==> src/rtl/breakout_pkg.sv <==
// Shared constants for the breakout controller and its text overlay:
// FSM state codes, default game parameters and the pause-timer width.
package breakout_pkg;
  localparam int MAX_LIVES_DEF   = 3;
  localparam int TIMER_TICKS_DEF = 120;
  localparam int TIMER_W         = 8;

  typedef enum logic [2:0] {
    NEWGAME = 3'd0,
    PLAY    = 3'd1,
    NEWBALL = 3'd2,
    OVER    = 3'd3,
    WIN     = 3'd4
  } state_e;
endpackage

==> src/rtl/breakout_ctrl_if.sv <==
// Game-control bundle between the graphics datapath (master) and the
// breakout controller (slave).
interface breakout_ctrl_if;
  logic [4:0] btn;
  logic       refr_tick;
  logic       hit;
  logic       miss;
  logic       all_cleared;
  logic       gra_still;
  logic [2:0] game_state;
  logic [7:0] score_bcd;
  logic [1:0] lives;

  modport master (
    output btn, refr_tick, hit, miss, all_cleared,
    input  gra_still, game_state, score_bcd, lives
  );

  modport slave (
    input  btn, refr_tick, hit, miss, all_cleared,
    output gra_still, game_state, score_bcd, lives
  );
endinterface

==> src/rtl/bcd2_counter.sv <==
// Two-digit BCD up-counter with synchronous clear and count enable;
// 99 wraps to 00.
module bcd2_counter (
  input  logic       clk,
  input  logic       reset_n,
  input  logic       clr_i,
  input  logic       en_i,
  output logic [7:0] bcd_o
);
  logic [3:0] units_q, units_d;
  logic [3:0] tens_q, tens_d;

  always_comb begin
    units_d = units_q;
    tens_d  = tens_q;
    if (clr_i) begin
      units_d = 4'd0;
      tens_d  = 4'd0;
    end else if (en_i) begin
      if (units_q == 4'd9) begin
        units_d = 4'd0;
        tens_d  = (tens_q == 4'd9) ? 4'd0 : tens_q + 4'd1;
      end else begin
        units_d = units_q + 4'd1;
      end
    end
  end

  always_ff @(posedge clk) begin
    if (!reset_n) begin
      units_q <= 4'd0;
      tens_q  <= 4'd0;
    end else begin
      units_q <= units_d;
      tens_q  <= tens_d;
    end
  end

  assign bcd_o = {tens_q, units_q};
endmodule

==> src/rtl/breakout_ctrl.sv <==
// Breakout game sequencer: game FSM, pause timer and lives counter; the
// score lives in a bcd2_counter that only counts hit edges during PLAY.
module breakout_ctrl
  import breakout_pkg::*;
#(
  parameter int MAX_LIVES   = MAX_LIVES_DEF,
  parameter int TIMER_TICKS = TIMER_TICKS_DEF
) (
  input  logic            clk,
  input  logic            reset_n,
  breakout_ctrl_if.slave  bus
);
  localparam logic [1:0]         LIVES_INIT = 2'(MAX_LIVES);
  localparam logic [TIMER_W-1:0] TMR_LOAD   = TIMER_W'(TIMER_TICKS);
  localparam logic [TIMER_W-1:0] TMR_ONE    = TIMER_W'(1);

  state_e             state_q;
  logic [TIMER_W-1:0] timer_q;
  logic [1:0]         lives_q;
  logic               hit_q;

  logic pressed, hit_rise, tmr_zero;
  assign pressed  = |bus.btn;
  assign hit_rise = bus.hit & ~hit_q;
  assign tmr_zero = (timer_q == '0);

  // Timer decrement is written first so a load from PLAY overrides it.
  always_ff @(posedge clk) begin
    if (!reset_n) begin
      state_q <= NEWGAME;
      lives_q <= LIVES_INIT;
      timer_q <= '0;
      hit_q   <= 1'b0;
    end else begin
      hit_q <= bus.hit;
      if (bus.refr_tick && !tmr_zero) timer_q <= timer_q - TMR_ONE;
      case (state_q)
        NEWGAME: begin
          lives_q <= LIVES_INIT;
          if (pressed) state_q <= PLAY;
        end
        PLAY: begin
          if (bus.all_cleared) begin
            state_q <= WIN;
            timer_q <= TMR_LOAD;
          end else if (bus.miss) begin
            timer_q <= TMR_LOAD;
            if (lives_q <= 2'd1) begin
              state_q <= OVER;
              lives_q <= 2'd0;
            end else begin
              state_q <= NEWBALL;
              lives_q <= lives_q - 2'd1;
            end
          end
        end
        NEWBALL: if (tmr_zero && pressed) state_q <= PLAY;
        OVER, WIN: if (tmr_zero) state_q <= NEWGAME;
        default: state_q <= NEWGAME;
      endcase
    end
  end

  bcd2_counter u_score (
    .clk     (clk),
    .reset_n (reset_n),
    .clr_i   (state_q == NEWGAME),
    .en_i    ((state_q == PLAY) && hit_rise),
    .bcd_o   (bus.score_bcd)
  );

  assign bus.gra_still  = (state_q != PLAY);
  assign bus.game_state = state_q;
  assign bus.lives      = lives_q;
endmodule

==> src/flat_wrapper.sv <==
// flat-port wrapper written by rule: the top's interface ports become plain ports
module breakout_ctrl_flat import breakout_pkg::*;
#(
  parameter int MAX_LIVES   = MAX_LIVES_DEF,
  parameter int TIMER_TICKS = TIMER_TICKS_DEF
)
  (clk, reset_n, bus_btn, bus_refr_tick, bus_hit, bus_miss, bus_all_cleared, bus_gra_still, bus_game_state, bus_score_bcd, bus_lives);
  breakout_ctrl_if bus_i ();
  input  logic clk;
  input  logic reset_n;
  input wire logic [$bits(bus_i.btn)-1:0] bus_btn;
  input wire logic [$bits(bus_i.refr_tick)-1:0] bus_refr_tick;
  input wire logic [$bits(bus_i.hit)-1:0] bus_hit;
  input wire logic [$bits(bus_i.miss)-1:0] bus_miss;
  input wire logic [$bits(bus_i.all_cleared)-1:0] bus_all_cleared;
  output wire logic [$bits(bus_i.gra_still)-1:0] bus_gra_still;
  output wire logic [$bits(bus_i.game_state)-1:0] bus_game_state;
  output wire logic [$bits(bus_i.score_bcd)-1:0] bus_score_bcd;
  output wire logic [$bits(bus_i.lives)-1:0] bus_lives;
  assign bus_i.btn = bus_btn;
  assign bus_i.refr_tick = bus_refr_tick;
  assign bus_i.hit = bus_hit;
  assign bus_i.miss = bus_miss;
  assign bus_i.all_cleared = bus_all_cleared;
  assign bus_gra_still = bus_i.gra_still;
  assign bus_game_state = bus_i.game_state;
  assign bus_score_bcd = bus_i.score_bcd;
  assign bus_lives = bus_i.lives;
  breakout_ctrl #(.MAX_LIVES(MAX_LIVES), .TIMER_TICKS(TIMER_TICKS)) u_core (.clk(clk), .reset_n(reset_n), .bus(bus_i));
endmodule
==> config.mk <==
export PLATFORM = sky130hd
export DESIGN_NAME = breakout_ctrl_flat
export DESIGN_NICKNAME = d
export VERILOG_FILES = /design/src/rtl/breakout_pkg.sv /design/src/rtl/breakout_ctrl_if.sv /design/src/rtl/bcd2_counter.sv /design/src/rtl/breakout_ctrl.sv /design/src/flat_wrapper.sv
export SDC_FILE = /design/constraint.sdc
export NUM_CORES = 1
export LEC_CHECK = 0
export CELL_PAD_IN_SITES_DETAIL_PLACEMENT = 1
export CELL_PAD_IN_SITES_GLOBAL_PLACEMENT = 2
export CORE_UTILIZATION = 29
export DETAILED_ROUTE_END_ITERATION = 10
export PLACE_DENSITY = 0.87
export RECOVER_POWER = 100
export SLEW_MARGIN = 20
export SYNTH_ARGS = -nofsm -noshare
export SYNTH_HDL_FRONTEND = slang
export SYNTH_SLANG_ARGS = --single-unit
==> constraint.sdc <==
create_clock -name clk -period 2.3 [get_ports clk]
set_input_delay 0.46 -clock clk [delete_from_list [all_inputs] [get_ports clk]]
set_output_delay 0.46 -clock clk [all_outputs]
set_load 0.005 [all_outputs]
# Yosys cells after proc, flatten, opt, wreduce, memory -nomap -nowiden
# Cells that the tools add are included.
classes:
  n_addsub: 4
  magnitude_cmp: 1
  n_eq_ne: 13
  muxes: 17
  bitwise: 3
  n_reduce_logical: 13
ops:
  columns: ["cell", "n"]
  rows:
  - ["$mux 8", 4]
  - ["$mux 3", 5]
  - ["$pmux 3 s4", 1]
  - ["$add 4x1->4 const B", 2]
  - ["$eq 4x4->1 const B", 2]
  - ["$logic_not 8->1", 1]
  - ["$mux 4", 2]
  - ["$sub 8x1->8 const B", 1]
  - ["$eq 3x2->1 const B", 2]
  - ["$mux 2", 3]
  - ["$ne 2x1->1 const B", 3]
  - ["$reduce_or 5->1", 1]
  - ["$ne 2x2->1 const B", 2]
  - ["$pmux 2 s2", 1]
  - ["$reduce_and 4->1", 1]
  - ["$reduce_or 2->1", 2]
  - ["$eq 3x1->1 const B", 1]
  - ["$eq 3x3->1 const B", 1]
  - ["$logic_and 1x1->1", 3]
  - ["$logic_not 3->1", 1]
  - ["$ne 3x1->1 const B", 1]
  - ["$ne 3x3->1 const B", 1]
  - ["$reduce_and 3->1", 1]
  - ["$le 2x1->1 const B", 1]
  - ["7 further kinds", 8]
totals:
  regBits: 22
  wordCells: 57

# Longest topological paths before layout
depth:
  ltp_word: 7
  ltp_mapped: 7
  depth_no_buf: 6

# By module
# Synthesis repeated with hierarchy kept, for this count alone.
hier_totals:
  cells_unflattened: 125
  hier_area_um2: 1132.3
by_module_without_submodules:
  columns: ["mod", "n_inst", "cells_per_inst", "area_each_um2", "seq_area_each_um2"]
  rows:
  - ["breakout_ctrl", 1, 81, 739.5, 280.3]
  - ["bcd2_counter", 1, 44, 392.9, 160.2]

# Worst setup path before layout
# OpenSTA, ideal clock, no wires.
synth_timing:
  path_kind: "flip-flop to flip-flop"
  startpoint: "register u_core.timer_q[0]"
  endpoint: "register u_core.timer_q[7]"
  arrival_time_ns: 1.584
  required_time_ns: 2.230
  setup_slack_ns: 0.646
  path_stages_with_launch: 8
  n_path_buf: 1
  synth_period_minus_slack_ns: 1.654
  path_cell_list: "dfxtp_1 > inv_1 > ha_1 > or3b_2 > buf_2 > o21ai_2 > or4b_1 > a21oi_1"
synth_between:
  elab_chain_len: 7
  elab_cells_between_ends: 8
  classes_between: "1 x add/sub; 4 x mux; 3 x reduce/logical"
synth_lines:
  columns: ["item", "line_no", "rtl"]
  rows:
  - ["start, declared", "breakout_ctrl.sv:18", "logic [TIMER_W-1:0] timer_q;"]
  - ["start signal, assigned", "breakout_ctrl.sv:36", "if (bus.refr_tick && !tmr_zero) timer_q <= timer_q - TMR_ONE;"]
  - ["branches (longest 3 deep; another with $sub 8x1->8)", null, null]
  - ["$mux 8 *", "breakout_ctrl.sv:36", null]
  - ["$mux 8", "breakout_ctrl.sv:46", "end else if (bus.miss) begin"]
  - ["$mux 8", "breakout_ctrl.sv:43", "if (bus.all_cleared) begin"]
  - ["$mux 8 *", "breakout_ctrl.sv:37", "case (state_q)"]
# Mark *: on every way between the ends.
# A chain may end at the register's enable or synchronous reset.

# Worst setup path after layout
layout_timing:
  startpoint: "register u_core.state_q[0], in the netlist u_core.bus.game_state[0]"
  endpoint: "output port bus_gra_still"
layout_between:
  elab_chain_len: 1
layout_lines:
  columns: ["item", "line_no", "rtl"]
  rows:
  - ["start, declared", "breakout_ctrl.sv:17", "state_e state_q;"]
  - ["start signal, assigned", "breakout_ctrl.sv:30", "state_q <= NEWGAME;"]
  - ["start signal, assigned", "breakout_ctrl.sv:40", "if (pressed) state_q <= PLAY;"]
  - ["start signal, assigned", "breakout_ctrl.sv:44", "state_q <= WIN;"]
  - ["$ne 3x1->1", "breakout_ctrl.sv:72", "assign bus.gra_still = (state_q != PLAY);"]
  - ["end, declared", "flat_wrapper.sv:16", "output wire logic [$bits(bus_i.gra_still)-1:0] bus_gra_still;"]
# No other way between the ends.

==> impl_results.md <==
- Synthesized area: between 0.001 and 0.0015 mm^2
- Clock Tree Buf Depth: 2
- Boundary Pins: 25
- Final hold vios: 0
- DP HPWL: 2.24 mm
- Row count: 22
- Critical Path AT: 1570 ps
- CORE AREA: between 0.003 and 0.004 mm^2
- Synthesis-stage register bit count: 22
- R2R Path End: u_core.timer_q[5]$_SDFF_PN0_
- Post-CTS Hold Fix Bufs: 0
- CP endpoint kind: output port
- N_diodes: 0
- Placed insts: 201
- Final setup TNS: 0 ps
- Ys async rst share: 0%
- Crit path from: u_core.bus.game_state[0]$_SDFFE_PN0P_
- PortBufs: 24
- DRT Pass-1 Iters: 3
- Slew @ Worst Pin: 1330 ps
- Final Critical Period: about 2000 ps
- Max-cap check violation count: 0
- Slew Viols, Final: 0
- Tot Pwr: 1590 uW
- Netlist cell types: 44
- Unrepaired setup endpoints after global routing: false
- Average cell area after synthesis: 8.88 um^2
- Largest family of logic cells by synthesized area: simple AND/OR/NAND/NOR gates
- Routed via count: 1057
- Setup CP Type: reg2out
- Largest net degree at the start of global routing: 13
- Residual DRC count: 0
- Number of synthesized flops with an enable pin: 0
- Simple logic cell fraction of the synthesized area: 28.2%
- Critical Path Sink: bus_gra_still
- Antenna violations before repair: 0
- Wire per inst: 14.1 um
- Achievable frequency: 0.491 GHz
- Die height: 65.3 um
- Status: completed
- Worst Hold Class: reg2reg
- Worst IR Drop VDD: 335 uV
- Gr ovfl total: 0
- Yosys warns: 0
- Synthesis-to-layout area growth: 27.7%
- Predominant post-synthesis flop cell: dfxtp_1
- Rel. slew slack: 10.7%
- Pleak: 0.000581 uW
- Critical R2R Launch: u_core.timer_q[0]$_SDFF_PN0_
- Cells on worst reg2reg path: 6
- Vias in the first global route: 1092
- Mux contribution to synthesized area: 3.55%
- Sequential fraction of the synthesis area: a little under two fifths
- Post-CTS sizing: 0
- Final ANT Viol Nets: 0
- Die area: 0.00427 mm^2
- Compound-gate portion of the synthesized area: between 10% and 20%
- CTS Sinks: 22
- Vias/cell: 5.16
- Post-CTS Repair Setup Buffers: 0
- Clk_skew: approximately 8.8 ps
- Hold slack: 505 ps
- Clk_lat worst skew: 260 ps
- Routed Wire Length: 2.89 mm
- Clock transition at path regs: 80 ps
- Nets: between 150 and 200
- Power Dens Cells: 1070 mW/mm^2
- CTS root buffer: clkbuf_8
- Net Count, Synth: 144
- Crit share post-route: 88.5%
- Setup crit start kind: register
- XOR/XNOR Fraction of Synth Area: 6.77%
- H-tree depth: 1
- First-pass GRT wire length: a little over 5 mm
- Post-synthesis adder-cell area fraction: 2.15%
- Reg2reg setup slack: 430 ps
- Fraction of layout instances using a drive strength above 1: 7.64%
- Num CTS Buffers: 3
- Setup Viol. Count Final: 0
- Gpl congestion: 0.774
- TritonCTS clock tree: built
- Initial Utilization: 31.1%
- Critical path fanouts, max: 9
- Final Non-Filler Cells: 205
- Syn Inst Count: approximately 130
- DRT iter0 DRCs: 68
- Chip width: 65.3 um
- Required time worst endpoint: roughly 1800 ps
- Gr usage total: 15.1%
-- cell usage in the layout (no fill, tap or decap), types with 2 or more instances in the layout --
cell	instances
ha_1	2
buf_4	3
clkdlybuf4s50_1	10
a21oi_1	10
xnor2_1	2
o21ai_0	7
and3b_1	3
or3_1	4
mux2i_1	3
o31ai_1	2
clkbuf_8	4
dfxtp_1	22
nor2_1	10
nand3_1	4
nor2b_1	5
inv_1	5
nand2_1	9
nand4_1	2
nand2b_1	4
nor3_1	4
o211ai_1	2
xor2_1	7
dlygate4sd3_1	14
-- area by class of cell --
cell class,count,area (um^2)
fill,458,2260
multi-input combinational,99,649
sequential,22,440
timing repair buffer,27,263
tap,48,60.1
clock buffer,4,55.1
inverter,5,18.8
-- per-stage QoR --
| stage | setup WS (ps) | utilization [%] | instance area [um^2] |
|---|---|---|---|
| after floorplan | 646 | - | 1160 |
| after global placement | 274 | 38.9 | 1460 |
| after detailed placement | 205 | 38.9 | 1460 |
| after CTS | 222 | 40.4 | 1510 |
| after global routing | 151 | 39.7 | 1490 |
| final | 265 | 39.7 | 1490 |
-- layer usage --
layer / GRT usage (%) / vias to the layer above / share of wire, %
met5: 0 / - / 0
met3: 2.08 / 2 / 2.1
met4: 4.08 / 0 / 1.0
met2: 27.4 / 13 / 53
li1: - / 520 / -
met1: 18.5 / 522 / 44
-- how the worst min path moves through the flow --
stage,startpoint,end,slack (ps),cells past startpoint
after floorplan,u_core.timer_q[7]$_SDFF_PN0_,u_core.timer_q[7]$_SDFF_PN0_,440,2
after global placement,u_core.timer_q[7]$_SDFF_PN0_,u_core.timer_q[7]$_SDFF_PN0_,450,2
after detailed placement,u_core.timer_q[7]$_SDFF_PN0_,u_core.timer_q[7]$_SDFF_PN0_,480,2
after CTS,u_core.timer_q[7]$_SDFF_PN0_,u_core.timer_q[7]$_SDFF_PN0_,500,2
after global routing,u_core.bus.lives[0]$_SDFFE_PN1P_,u_core.bus.lives[0]$_SDFFE_PN1P_,530,1
final,u_core.timer_q[7]$_SDFF_PN0_,u_core.timer_q[7]$_SDFF_PN0_,500,2
-- flip-flops by register name, summed over array words and instances, names as in the netlist --
signal,count
u_core.bus.lives,2
u_core.u_score.tens_q,4
u_core.hit_q,1
u_core.timer_q,8
u_core.u_score.units_q,4
u_core.bus.game_state,3
-- cell families (layout without fill, tap and decap cells) --
group,after synthesis,after routing
adders and majority gates,2,2
DFF,22,22
muxes,4,4
buffers and inverters,10,36
AOI/OAI and AO/OA,30,30
and+or+nand+nor,54,54
xor gates and xnor gates,9,9
-- power breakdown --
group	switching (uW)	internal [uW]
clock network	124	152
registers	117	474
logic	373	347
-- worst max-delay path: stages (launching register included) --
cell and delay (ps):
dfxtp_1 500, nor3b_2 260, inv_1 100, clkdlybuf4s50_1 450
-- Yosys cell counts, drive strengths merged, types with 2 or more instances --
cell | count | share of area [%]
dfxtp | 22 | 38
a21oi | 10 | 4.3
nor2 | 10 | 3.2
nand2 | 9 | 2.9
o21ai | 7 | 3.3
xor2 | 7 | 5.3
inv | 5 | 1.6
nor2b | 5 | 2.7
buf | 4 | 2.3
nand2b | 4 | 2.2
nand3 | 4 | 1.7
nor3 | 4 | 1.7
or3 | 4 | 2.2
and3b | 3 | 2.3
mux2i | 3 | 2.6
ha | 2 | 2.2
nand4 | 2 | 1.1
nor3b | 2 | 2.7
o211ai | 2 | 1.3
o31ai | 2 | 1.7
xnor2 | 2 | 1.5
Note: power is estimated with default switching activity, not from simulation.
